$ cat config.mk
export PLATFORM = sky130hd
export DESIGN_NAME = booth_mul_seq
export DESIGN_NICKNAME = d
export VERILOG_FILES = /design/src/rtl/booth_mul_seq.sv
export SDC_FILE = /design/constraint.sdc
export NUM_CORES = 1
export LEC_CHECK = 0
export CORE_MARGIN = 2
export CORE_UTILIZATION = 49
export DETAILED_ROUTE_END_ITERATION = 10
export PLACE_DENSITY = 0.76
export SKIP_CTS_REPAIR_TIMING = 1
export SLEW_MARGIN = 20
export SYNTH_ARGS = -nofsm -noshare
export SYNTH_HDL_FRONTEND = slang
export SYNTH_SLANG_ARGS = --single-unit
$ cat constraint.sdc
create_clock -name clk -period 3.1 [get_ports clk]
set_clock_uncertainty 0.1 [all_clocks]
set_input_delay 0.465 -clock clk [delete_from_list [all_inputs] [get_ports clk]]
set_output_delay 0.465 -clock clk [all_outputs]
set_load 0.02 [all_outputs]
$ cat src/rtl/booth_mul_seq.sv
// booth_mul_seq: iterative Booth multiplier with a valid/ready handshake on
// both sides. Operands are extended by two bits (sign or zero, by tc) so that
// one signed Booth datapath serves both the signed and the unsigned mode.
// Build option: define BOOTH_RADIX4_EN for radix-4 recoding (WIDTH/2+1 steps)
// instead of radix-2 (WIDTH+1 steps). Results and handshake are the same.
//
// state | meaning
// IDLE  | waiting for operands, in_ready high
// RUN   | one Booth step per clock
// DONE  | product held on p, out_valid high until out_ready
module booth_mul_seq #(
  parameter int WIDTH = 16
) (
  input  logic                 clk,
  input  logic                 rst,
  input  logic                 in_valid,
  output logic                 in_ready,
  input  logic [WIDTH-1:0]     a,
  input  logic [WIDTH-1:0]     b,
  input  logic                 tc,
  output logic                 out_valid,
  input  logic                 out_ready,
  output logic [2*WIDTH-1:0]   p
);

  // Accumulator carries one guard bit above the extended multiplicand so the
  // +/-2a partial product of the radix-4 build can never wrap.
  localparam int AW = WIDTH + 3;
`ifdef BOOTH_RADIX4_EN
  // Multiplier register must hold an even number of bits for triplet scanning.
  localparam int QW = WIDTH + 2;
  localparam int N  = WIDTH / 2 + 1;
`else
  localparam int QW = WIDTH + 1;
  localparam int N  = WIDTH + 1;
`endif
  localparam int CW = $clog2(N + 1);

  typedef enum logic [1:0] {IDLE, RUN, DONE} state_t;

  state_t          state, state_nx;
  logic [AW-1:0]   acc, acc_nx, mcand, addend, sum;
  logic [QW-1:0]   q, q_nx;
  logic            qm1, qm1_nx;
  logic [CW-1:0]   cnt;
  logic            last_step;

  assign last_step = (cnt == CW'(N - 1));

  // State register
  always_ff @(posedge clk) begin
    if (rst) state <= IDLE;
    else     state <= state_nx;
  end

  // Next-state logic
  always_comb begin
    state_nx = state;
    case (state)
      IDLE:    if (in_valid) state_nx = RUN;
      RUN:     if (last_step) state_nx = DONE;
      DONE:    if (out_ready) state_nx = IDLE;
      default: state_nx = IDLE;
    endcase
  end

  // Handshake outputs; in_ready is held low while reset is asserted
  always_comb begin
    in_ready  = (state == IDLE) && !rst;
    out_valid = (state == DONE);
  end

  // One Booth step: select the partial product and shift {acc, q, q-1}
  always_comb begin
    addend = '0;
`ifdef BOOTH_RADIX4_EN
    case ({q[1], q[0], qm1})
      3'b001, 3'b010: addend = mcand;
      3'b011:         addend = mcand << 1;
      3'b100:         addend = -(mcand << 1);
      3'b101, 3'b110: addend = -mcand;
      default:        addend = '0;
    endcase
    sum    = acc + addend;
    acc_nx = {{2{sum[AW-1]}}, sum[AW-1:2]};
    q_nx   = {sum[1:0], q[QW-1:2]};
    qm1_nx = q[1];
`else
    case ({q[0], qm1})
      2'b01:   addend = mcand;
      2'b10:   addend = -mcand;
      default: addend = '0;
    endcase
    sum    = acc + addend;
    acc_nx = {sum[AW-1], sum[AW-1:1]};
    q_nx   = {sum[0], q[QW-1:1]};
    qm1_nx = q[0];
`endif
  end

  // Datapath registers: operand capture, iteration, product hold
  always_ff @(posedge clk) begin
    if (rst) begin
      acc   <= '0;
      q     <= '0;
      qm1   <= 1'b0;
      mcand <= '0;
      cnt   <= '0;
      p     <= '0;
    end else begin
      case (state)
        IDLE: begin
          if (in_valid) begin
            mcand <= {{(AW-WIDTH){a[WIDTH-1] & tc}}, a};
            q     <= {{(QW-WIDTH){b[WIDTH-1] & tc}}, b};
            qm1   <= 1'b0;
            acc   <= '0;
            cnt   <= '0;
          end
        end
        RUN: begin
          acc <= acc_nx;
          q   <= q_nx;
          qm1 <= qm1_nx;
          cnt <= cnt + 1'b1;
          // Extension bits above 2*WIDTH are dropped; the product always fits.
          if (last_step) p <= {acc_nx[2*WIDTH-QW-1:0], q_nx};
        end
        default: ;
      endcase
    end
  end

endmodule

# After elaboration in Yosys (flattened, before gate mapping)
# Index checks and enable logic that the tools add are counted.
[totals]
word_cells = 41
inputBits = 37
out_inout_bits = 34
register_bits = 93
[classes]
n_reduce_logical = 8
bitwise = 2
n_addsub = 3
eq_ne = 8
muxes = 13
[op_table]
columns = ["cell", "count"]
rows = [
  ["19-bit one-hot mux with 2 select lines", 2],
  ["17-bit one-hot mux with 2 select lines", 1],
  ["19-bit adder", 1],
  ["19-bit two-way mux", 1],
  ["19-bit negation", 1],
  ["17-bit two-way mux", 1],
  ["5-bit one-hot mux with 2 select lines", 1],
  ["2-bit two-way mux", 3],
  ["2-bit one-hot mux with 3 select lines", 1],
  ["2-bit AND reduction", 3],
  ["5-bit by 1-bit adder with 5-bit output (second input constant)", 1],
  ["5-bit == test (second input constant)", 1],
  ["5-bit two-way mux", 1],
  ["2-bit by 1-bit == test with 1-bit output (second input constant)", 2],
  ["2-bit == test (second input constant)", 2],
  ["2-bit != test (second input constant)", 2],
  ["3-bit AND reduction", 1],
  ["1-bit bitwise AND", 2],
  ["2-bit zero test", 1],
  ["2-bit by 1-bit != test with 1-bit output (second input constant)", 1],
  ["1-bit one-hot mux with 2 select lines", 1],
  ["2-bit nonzero test", 1],
  ["1-bit logical AND", 1],
  ["1-bit zero test", 1],
  ["1-bit two-way mux", 1],
]

# Depth between registers and ports, before layout
[logic_depth]
depth_word = 4
mapped_depth = 17

# Least setup slack after synthesis
# No wires, ideal clock.
[synth_timing]
path_kind = "flip-flop to flip-flop"
from = "reg q[0]"
to = "reg acc[11]"
path_slack_ps = -111
arrival_ps = 2984
stages_incl_launch_ff = 15
setup_ps = 127
period_less_slack_ps = 3211
required_ps = 2873
path_cell_list = "dfxtp_1 inv_1 ha_1 clkbuf_1 clkinv_1 a211oi_1 ha_1 fa_1 a211oi_1 o21a_1 a221o_2 nand2_2 a21boi_2 and4b_1 or3_1"
[synth_between]
elab_chain_len = 4
[synth_lines]
columns = ["element", "line_no", "rtl"]
rows = [
  ["from (decl)", "43", "logic [QW-1:0] q, q_nx;"],
  ["from (signal assigned)", "115", "q <= {{(QW-WIDTH){b[WIDTH-1] & tc}}, b};"],
  ["from (signal assigned)", "123", "q <= q_nx;"],
  ["2-bit == test / 2-bit by 1-bit == test with 1-bit output (equally long branches)", "89", "case ({q[0], qm1})"],
  ["19-bit one-hot mux with 2 select lines *", "89", ""],
  ["19-bit adder *", "94", "sum = acc + addend;"],
  ["19-bit one-hot mux with 2 select lines *", "111", "case (state)"],
  ["to (signal assigned)", "122", "acc <= acc_nx;"],
  ["to (decl)", "42", "logic [AW-1:0] acc, acc_nx, mcand, addend, sum;"],
]
# Every way passes the cells marked *; elsewhere a longest branch is shown, timed or not.
# A chain may end at the register's enable or synchronous reset.

# Worst setup path after layout
[layout_timing]
from = "reg mcand[0]"
to = "reg p[30]"
[layout_between]
elab_chain_len = 3
[layout_lines]
columns = ["element", "line_no", "rtl"]
rows = [
  ["from (decl)", "42", ""],
  ["from (signal assigned)", "114", "mcand <= {{(AW-WIDTH){a[WIDTH-1] & tc}}, a};"],
  ["19-bit negation", "91", "2'b10: addend = -mcand;"],
  ["19-bit one-hot mux with 2 select lines *", "89", ""],
  ["19-bit adder *", "94", ""],
  ["to (signal assigned)", "127", "if (last_step) p <= {acc_nx[2*WIDTH-QW-1:0], q_nx};"],
  ["to (decl)", "23", "output logic [2*WIDTH-1:0] p"],
]
# Marked as above.

==> flow_summary_export.csv <==
group,metric,value,unit
floorplan,die_area,10800,um^2
grt,grt_usage,0.242,
route,num_vias,5060,
worst_setup_path,crit_arrival,3.50,ns
worst_setup_path,cp_slowest_cell,"or3_4",
logic_synthesis,synth_area,4890,um^2
worst_setup_path,critPathMaxStageDelay,0.41,ns
route,remaining_drc_errors,0,
grt,overflow,0,
floorplan,initial_core_util,0.502,
logic_synthesis,synth_top_area_frac,0.377,
grt,grt_pass1_vias,4811,
timing,rsz0062_at_grt,"true",
power_and_ir_drop,powerDensity,386,nW/um^2
finish,instances_no_fill,900,
timing,finalCriticalPeriod,3.31,ns
worst_setup_path,cp_max_fo,4,
clocking,root_buffer,"clkbuf_8",
logic_synthesis,synth.largest_area_cell,"dfxtp_1",
finish,final_common_cell,"nand2_1",
place,port_buffers,70,
route,first_iter_violations,255,
logic_synthesis,ys_ff_latch,92,
logic_synthesis,ys_warn_count,0,
worst_hold_path,hp-class,"reg -> reg",
timing,worst_pin_slew,0.798,ns
route,avgRoutedWirePerCell,15.0,um
finish,diodes,0,
timing,setup_ws,-0.206,ns
worst_setup_path,path_class,"reg -> reg",
logic_synthesis,synth_cell_type_count,53,
worst_setup_path,crit_chain,"or3_4 -> nor3_4 -> buf_6 -> nor3_2 -> a21oi_1 -> nor2_1 -> ha_1 -> o211ai_1 -> o21a_1 -> a221o_2 -> buf_4 -> o21ai_4 -> xor2_2 -> nand2_1 -> a21oi_1",
timing,relSlewSlack,0.468,
route,routed_via_density,5.62,
finish,final_cell_mix,"125 x nand2_1, 90 x a21oi_1, 90 x dfxtp_1",
floorplan,io_pins,71,
finish,area_delta_synth_final,34.0,%
clocking,htreeDepth,3,
timing,fin_crit_sh,1.07,
clocking,cts_buffer_depth,2,
flow_run,maxCapViolCount,0,
timing,hold_violations,0,
floorplan,rows,36,
finish,nNetsFinal,823,
logic_synthesis,ys_async_sr_fraction,0,
timing,fmax,0.302,GHz
place,hpwl,9420,um
route,wl,13500,um
logic_synthesis,yosys-top-cells-area,"dfxtp_1 38%, a21oi_1 9.8%, nand2_1 9.8%",
logic_synthesis,synth_edf_count,0,
logic_synthesis,syn_nets,718,
worst_setup_path,crit_path_frequent_cell,"a21oi_1",
logic_synthesis,synth_ff_type,"dfxtp_1",
power_and_ir_drop,p_leak,0.00255,uW
power_and_ir_drop,peakVddDrop,0.247,mV
place,placed_area,6050,um^2
run_status,violations,"setup timing",
worst_setup_path,critical_path_buf_inv_count,2,
clocking,cts_tree,"done",
finish,drive_gt1_frac,0.183,
place,place_ws,-0.249,ns
grt,grt_start_max_net_pins,84,
clocking,clk_pin_slew_worst_paths,0.11,ns
run_status,outcome,"complete, but fails checks",
logic_synthesis,ys_seq_area_frac,0.377,
grt,antenna_found_initial,0,
worst_setup_path,worstSetupEndpointType,"flip-flop",
floorplan,die_y,104,um
logic_synthesis,avgSynthCellArea,7.44,um^2
worst_setup_path,start_kind,"flip-flop",
finish,stdcell_area,6550,um^2
clocking,insertion_delay,0.37,ns
worst_setup_path,crit_required,3.29,ns
route,ant_nets,0,
clocking,numClockSinks,92,
floorplan,coreArea,9730,um^2
clocking,cts_inserted_buffers,9,
route,dr.pass1.iters,5,
timing,drv_slew,0,
timing,setup_violations,15,
floorplan,die_w,104,um
grt,grt_pass1_wl,22000,um
place,gp_congestion,0.870,
place,dp_cells,874,
logic_synthesis,synthCells,657,
worst_setup_path,path_delay_family,"compound AO/OA/AOI/OAI gates",
## final cells by class
| class | instances | area (um^2) |
|---|---|---|
| tap | 133 | 166 |
| fill | 848 | 3180 |
| clock inverter | 6 | 55.1 |
| sequential | 92 | 1840 |
| inverter | 11 | 42.5 |
| clock buffer | 10 | 138 |
| multi-input combinational | 511 | 3080 |
| timing repair buffer | 137 | 1220 |
## synth_stat cells (3+ instances only)
| master | n |
|---|---|
| a311oi_1 | 4 |
| nand2_1 | 127 |
| a211oi_1 | 4 |
| nor2_1 | 72 |
| nand3_1 | 24 |
| o21ai_0 | 21 |
| nor2b_1 | 3 |
| nor4_1 | 16 |
| buf_1 | 8 |
| a21oi_1 | 96 |
| xor2_1 | 6 |
| clkbuf_1 | 30 |
| a22oi_1 | 3 |
| inv_1 | 10 |
| nor4b_1 | 5 |
| or4_1 | 3 |
| xnor2_1 | 7 |
| buf_6 | 3 |
| or2_2 | 7 |
| ha_1 | 23 |
| a21o_1 | 7 |
| or3_1 | 6 |
| nor3_1 | 16 |
| a31oi_1 | 4 |
| nand4b_1 | 7 |
| nand3b_1 | 7 |
| nand2b_1 | 5 |
| dfxtp_1 | 92 |
| and2_1 | 4 |
| nand4_1 | 5 |
## report_power, final
part / switching (uW) / internal, uW / total, uW
clock network: 478 / 329 / 807
registers: 34.9 / 1220 / 1260
logic: 258 / 207 / 465
## layer usage
layer  vias up  track usage  part of all wire  wire length [um]
met1      2394        0.304              0.44              5890
met2       119        0.421              0.50              6700
met3        31       0.0313             0.040               544
li1       2516            -                 -                 -
met5         -            0                 0                 0
met4         0       0.0946             0.029               389
## state kept, by name, summed over array words and instances, names as in the netlist
name / cells
acc: 18
cnt: 5
mcand: 17
p: 32
q: 17
state: 2
qm1: 1
## stage by stage
step	hold WS, ns	utilization	setup TNS [ns]	total power [uW]
floorplan	0.332	-	-0.0240	1530
global placement	0.343	0.622	-0.759	1680
detailed placement	0.346	0.622	-1.64	1690
CTS	0.361	0.641	-2.22	2480
global route	0.385	0.673	-5.08	2620
finish	0.359	0.673	-1.75	2530
## cells by family after synthesis
logic type | synth area share
and+or+nand+nor | 0.305
AOI/OAI and AO/OA | 0.185
DFF | 0.377
buffers and inverters | 0.0466
adders and majority gates | 0.0630
xor gates and xnor gates | 0.0233
## path summary, 6_finish.rpt
path              endpoint  cells after the start  slack, ns     start
setup / recovery     p[30]                     15      -0.21  mcand[0]
hold / removal        p[7]                      2       0.36      p[7]
setup reg to reg     p[30]                     15      -0.21  mcand[0]
hold reg to reg       p[7]                      2       0.36      p[7]
## worst min-delay path: stages (launching register included)
cell and delay (ns):
dfxtp_1 0.32, nand2_1 0.05, a21oi_1 0.05
Note: power is estimated with default switching activity, not from simulation.
